**config.mk**
```make
export PLATFORM = sky130hd
export DESIGN_NAME = complex_fixed_mul
export DESIGN_NICKNAME = d
export VERILOG_FILES = /design/src/rtl/complex_fix_pkg.sv /design/src/rtl/fix_mul.sv /design/src/rtl/complex_fixed_mul.sv
export SDC_FILE = /design/constraint.sdc
export NUM_CORES = 2
export LEC_CHECK = 0
export CAP_MARGIN = 0
export CORE_MARGIN = 2
export CORE_UTILIZATION = 55
export CTS_BUF_LIST = sky130_fd_sc_hd__clkbuf_16
export CTS_CLUSTER_SIZE = 30
export DETAILED_ROUTE_END_ITERATION = 16
export PLACE_DENSITY_LB_ADDON = 0.05
export SYNTH_ARGS = -nofsm -noshare
export SYNTH_HDL_FRONTEND = slang
export SYNTH_SLANG_ARGS = --single-unit
```
**constraint.sdc**
```tcl
create_clock -name clk -period 17.85 [get_ports clk]
set_clock_uncertainty 0.15 [all_clocks]
set_input_delay 2.6775 -clock clk [delete_from_list [all_inputs] [get_ports clk]]
set_output_delay 2.6775 -clock clk [all_outputs]
set_load 0.05 [all_outputs]
```
**src/rtl/complex_fix_pkg.sv**
```systemverilog
// Shared constants and types for the Q1.18 complex fixed-point datapath.
package complex_fix_pkg;

    localparam int WIDTH = 19;
    localparam int FRAC  = 18;

    typedef logic signed [18:0] fix_t;
    typedef logic signed [19:0] fix_wide_t;
    typedef logic signed [37:0] prod_t;

    localparam int REAL = 0;
    localparam int IMAG = 1;

endpackage

```
**src/rtl/fix_mul.sv**
```systemverilog
// Registered signed WIDTH x WIDTH multiplier with full-precision output.
module fix_mul #(
    parameter int WIDTH = complex_fix_pkg::WIDTH
) (
    input  logic                      clk,
    input  logic                      reset,
    input  logic signed [WIDTH-1:0]   a,
    input  logic signed [WIDTH-1:0]   b,
    output logic signed [2*WIDTH-1:0] p
);

    logic signed [2*WIDTH-1:0] p_q;

    always_ff @(posedge clk or posedge reset) begin
        if (reset) begin
            p_q <= '0;
        end else begin
            p_q <= a * b;
        end
    end

    assign p = p_q;

endmodule

```
**src/rtl/complex_fixed_mul.sv**
```systemverilog
// Two-stage pipelined signed complex multiplier, Q1.18 x Q1.18 -> Q2.18 with saturation.
// Define COMPLEX_FIXED_MUL_ROUND_EN for round-half-up scaling; otherwise the result is floored.
module complex_fixed_mul #(
    parameter int WIDTH     = complex_fix_pkg::WIDTH,
    parameter int FRAC      = complex_fix_pkg::FRAC,
    parameter int OUT_WIDTH = WIDTH + 1
) (
    input  logic                        clk,
    input  logic                        reset,
    input  logic                        in_valid,
    input  logic signed [WIDTH-1:0]     x [0:1],
    input  logic signed [WIDTH-1:0]     y [0:1],
    output logic                        out_valid,
    output logic signed [OUT_WIDTH-1:0] out [0:1]
);

    import complex_fix_pkg::*;

    localparam int PROD_W = 2 * WIDTH;
    localparam int SUM_W  = PROD_W + 1;

    localparam logic signed [SUM_W-1:0] OUT_MAX =
        {{(SUM_W - OUT_WIDTH + 1){1'b0}}, {(OUT_WIDTH - 1){1'b1}}};
    localparam logic signed [SUM_W-1:0] OUT_MIN =
        {{(SUM_W - OUT_WIDTH + 1){1'b1}}, {(OUT_WIDTH - 1){1'b0}}};

`ifdef COMPLEX_FIXED_MUL_ROUND_EN
    localparam logic signed [SUM_W-1:0] RND = {{(SUM_W - FRAC){1'b0}}, 1'b1, {(FRAC - 1){1'b0}}};
`else
    localparam logic signed [SUM_W-1:0] RND = '0;
`endif

    logic signed [PROD_W-1:0]    p_rr, p_ii, p_ri, p_ir;
    logic                        valid_q;
    logic signed [SUM_W-1:0]     sum_re, sum_im;
    logic signed [OUT_WIDTH-1:0] out_d [0:1];
    logic signed [OUT_WIDTH-1:0] out_q [0:1];
    logic                        out_valid_q;

    // Stage 1: the four partial products.
    fix_mul #(.WIDTH(WIDTH)) u_mul_rr (.clk(clk), .reset(reset), .a(x[REAL]), .b(y[REAL]), .p(p_rr));
    fix_mul #(.WIDTH(WIDTH)) u_mul_ii (.clk(clk), .reset(reset), .a(x[IMAG]), .b(y[IMAG]), .p(p_ii));
    fix_mul #(.WIDTH(WIDTH)) u_mul_ri (.clk(clk), .reset(reset), .a(x[REAL]), .b(y[IMAG]), .p(p_ri));
    fix_mul #(.WIDTH(WIDTH)) u_mul_ir (.clk(clk), .reset(reset), .a(x[IMAG]), .b(y[REAL]), .p(p_ir));

    function automatic logic signed [OUT_WIDTH-1:0] scale_sat(input logic signed [SUM_W-1:0] s);
        logic signed [SUM_W-1:0]     sh;
        logic signed [OUT_WIDTH-1:0] res;
        sh = (s + RND) >>> FRAC;
        if (sh > OUT_MAX) begin
            res = OUT_MAX[OUT_WIDTH-1:0];
        end else if (sh < OUT_MIN) begin
            res = OUT_MIN[OUT_WIDTH-1:0];
        end else begin
            res = sh[OUT_WIDTH-1:0];
        end
        return res;
    endfunction

    // Stage 2: full-precision add/sub, then scale and clamp.
    always_comb begin
        sum_re      = {p_rr[PROD_W-1], p_rr} - {p_ii[PROD_W-1], p_ii};
        sum_im      = {p_ri[PROD_W-1], p_ri} + {p_ir[PROD_W-1], p_ir};
        out_d[REAL] = scale_sat(sum_re);
        out_d[IMAG] = scale_sat(sum_im);
    end

    always_ff @(posedge clk or posedge reset) begin
        if (reset) begin
            valid_q     <= 1'b0;
            out_valid_q <= 1'b0;
            out_q[REAL] <= '0;
            out_q[IMAG] <= '0;
        end else begin
            valid_q     <= in_valid;
            out_valid_q <= valid_q;
            out_q[REAL] <= out_d[REAL];
            out_q[IMAG] <= out_d[IMAG];
        end
    end

    assign out_valid = out_valid_q;
    assign out[REAL] = out_q[REAL];
    assign out[IMAG] = out_q[IMAG];

endmodule

```
==> run metrics <==
run status finished, final reports clean; final hold slack 0.210 ns; maximum operating frequency 98.5 MHz; die width 340 um; CTS buffer count 17; path type of the worst setup path in2reg; vias post-DR 43.1k; proportion of layout cells with a drive suffix above 1 0.0230; number of levels in the clock H-tree 4; TritonCTS sink count 194; worst hold path class reg2reg; maximum capacitance violations 0; number of instances resized during post-cts repair 0; EDFF count, synth 0; initial antenna violation count 2; buffers inserted by post-CTS timing repair 0; count of buffers inserted at the top-level ports 119; length of the first detailed-routing pass in iterations 5; first-pass GRT wire length 258000 um; average wire per cell in the routed design 19.8 um; Placement Rows 123; setup repair after global routing missed its margin no; worst path buffer plus inverter count 6; delay-heaviest family, CP adder cells; Via density 5.40; DRC marker count from the first detailed-route iteration 2145; share of synthesized area occupied by flip-flops and latches 0.0780; Starting Density 0.554; count of pins on the block boundary 120; count of distinct cell types in the synthesized netlist 77; Die Height 340 um; worst flop-to-flop path endpoint out[17]; ys async rst share 1.00; count of nets left with antenna violations after detail routing 0; hold path cells 0; final hold violation count 0; insertion delay of the later-clocked pin in the worst-skew pair 0.53 ns; Worst setup SP type input pin; commonest non-fill, non-tap cells in the layout sky130_fd_sc_hd__inv_1 (1479), sky130_fd_sc_hd__fa_1 (1476), sky130_fd_sc_hd__and2_1 (757); Top FF cell, synth sky130_fd_sc_hd__dfrtp_1; most frequent standard cell in the layout excluding fill and tap cells sky130_fd_sc_hd__inv_1; syn avg cell area 9.50 sq um; cell with the most instances on the worst path sky130_fd_sc_hd__fa_1; number of global-route vias before repair 47.2k; routability cong. 0.899; nets@finish 8535; Setup crit end kind register; total of flip-flops plus latches after synthesis 194; worst relative slew slack 0.164; CTS tree yes; Hold Crit Start valid_q; crit path DAT 10.39 ns; Std-Cell Core Area 0.112 sq mm; DRC violations left 0; Final HPWL DP 124000 um; register-to-register setup slack 14.23 ns; required arrival time at the worst endpoint 18.09 ns; number of inserted filler cells in the final layout 10.1k; max-slew violation total from the final report 0; maximum fanout count along the critical path 38; Total Die Area 0.116 sq mm; r2r worst-path depth 10; master of the slowest instance on the critical path sky130_fd_sc_hd__o21ai_0; worst-path cell chain clkdlybuf4s50_1 > buf_4 > and2_1 > fa_1 > fa_1 > inv_1 > fa_1 > inv_1 > fa_1 > inv_1 > fa_1 > inv_1 > fa_1 > ha_1 > ha_1 > a211oi_1 > o211ai_1 > nand2_1 > o21ai_0 > a41oi_2 > o211ai_1 > a31oi_1 > o21ai_0 > xor2_1; hold buffer count at cts 0; signed area change from the synthesized netlist to the final layout 4.99%; yosys warns 0; Mapped Cells 6549; fin crit period 10.15 ns; Overall Global Routing Usage 0.290; Mapped Area 0.0622 sq mm; cell chosen for the clock root sky130_fd_sc_hd__clkbuf_16; Overflow after GRT 0; total detailed-routing wirelength 158000 um; pin count of the biggest net entering global routing 83; area taken by multi-input logic gates 0.0506 sq mm; net count after synthesis 8630; Critical Path Max Stage Delay 0.98 ns; CTS clk-pin slew, worst paths 0.09 ns; CTS max path bufs 2; fin crit share 0.569; hold path endpoint out_valid; worst-margin pin slew 1.24 ns; Post-Route Setup TNS 0 ns; startpoint of the most critical register-to-register path u_mul_ri.p[1]; sequential cell area 0.00485 sq mm; depth of the critical timing path with buffers and inverters included 24; Setup violations, final 0
-- sequential cells by signal, summed over array words and instances (netlist names) --
name,flops
valid_q,1
u_mul_ri.p,38
u_mul_rr.p,38
out_valid,1
u_mul_ii.p,38
out,40
u_mul_ir.p,38
-- per-stage QoR --
step	cell area, sq um	worst slack, ns	utilization	cells
6_report	65300	7.70	0.581	7969
3_5_place_dp	64700	7.43	0.576	7935
5_1_grt	65300	7.38	0.581	7967
4_1_cts	65300	7.95	0.581	7967
3_3_place_gp	64700	7.46	0.576	7935
2_1_floorplan	62200	8.73	-	6549
-- layout make-up --
type                    count  share of cell area
flip-flops and latches    194              0.0743
clock inverters            15             0.00257
repair buffers            202              0.0278
multi-input cells        4559               0.775
inverters                1480              0.0852
well taps                1500              0.0287
clock buffers              17             0.00651
diodes                      2           0.0000766
-- cell families after synthesis --
kind of cell	after synthesis	synth area share
DFF	194	0.0780
AOI/OAI and AO/OA	556	0.0587
adders and majority gates	2003	0.581
and+or+nand+nor	1803	0.146
xor gates and xnor gates	192	0.0270
buffers and inverters	1796	0.108
muxes	5	0.00101
-- cell usage after synthesis (5+ instances only) --
cell,count,area share
sky130_fd_sc_hd__a311o_1,5,0.00080
sky130_fd_sc_hd__or2_2,5,0.00050
sky130_fd_sc_hd__or3_1,9,0.00091
sky130_fd_sc_hd__inv_1,1480,0.089
sky130_fd_sc_hd__clkbuf_1,310,0.019
sky130_fd_sc_hd__dfrtp_1,194,0.078
sky130_fd_sc_hd__and3_1,18,0.0018
sky130_fd_sc_hd__nor4_1,9,0.00091
sky130_fd_sc_hd__and4_1,5,0.00070
sky130_fd_sc_hd__buf_2,5,0.00040
sky130_fd_sc_hd__nand2_1,715,0.043
sky130_fd_sc_hd__nor2b_1,20,0.0020
sky130_fd_sc_hd__nand3_1,27,0.0022
sky130_fd_sc_hd__o31ai_1,8,0.00097
sky130_fd_sc_hd__xnor2_1,136,0.019
sky130_fd_sc_hd__o21ai_0,92,0.0074
sky130_fd_sc_hd__a21oi_1,182,0.015
sky130_fd_sc_hd__ha_1,526,0.11
sky130_fd_sc_hd__o31a_1,7,0.00099
sky130_fd_sc_hd__a31oi_1,12,0.0012
sky130_fd_sc_hd__o21a_1,29,0.0035
sky130_fd_sc_hd__o21ai_1,10,0.00080
sky130_fd_sc_hd__nor2_1,149,0.0090
sky130_fd_sc_hd__nand4_1,21,0.0021
sky130_fd_sc_hd__a211oi_1,19,0.0023
sky130_fd_sc_hd__xor2_1,56,0.0079
sky130_fd_sc_hd__a21o_1,72,0.0087
sky130_fd_sc_hd__nand2b_1,28,0.0028
sky130_fd_sc_hd__o21bai_1,31,0.0037
sky130_fd_sc_hd__nor3_1,32,0.0026
sky130_fd_sc_hd__a31o_2,7,0.00099
sky130_fd_sc_hd__fa_1,1476,0.47
sky130_fd_sc_hd__and2_1,757,0.076
sky130_fd_sc_hd__a211o_1,8,0.0011
sky130_fd_sc_hd__o211ai_1,11,0.0013
-- per-layer routing --
| metal | GRT usage | wire length, um |
|---|---|---|
| met3 | 0.0330 | 7250 |
| met1 | 0.371 | 63100 |
| met2 | 0.503 | 80200 |
| met4 | 0.117 | 7120 |
| met5 | 0 | 0 |
-- worst max path at each step --
stage	slack (ns)	endpoint	from
2_1_floorplan	8.73	u_mul_ii.p[37]	x[10]
3_3_place_gp	7.46	u_mul_ii.p[36]	y[3]
3_5_place_dp	7.43	u_mul_ii.p[36]	y[3]
4_1_cts	7.95	u_mul_ii.p[36]	y[3]
5_1_grt	7.38	u_mul_ii.p[36]	y[3]
6_report	7.70	u_mul_ii.p[36]	y[3]
Power is not shown: default switching activity piles up to over one toggle a cycle in this logic, so the estimate is an artifact.
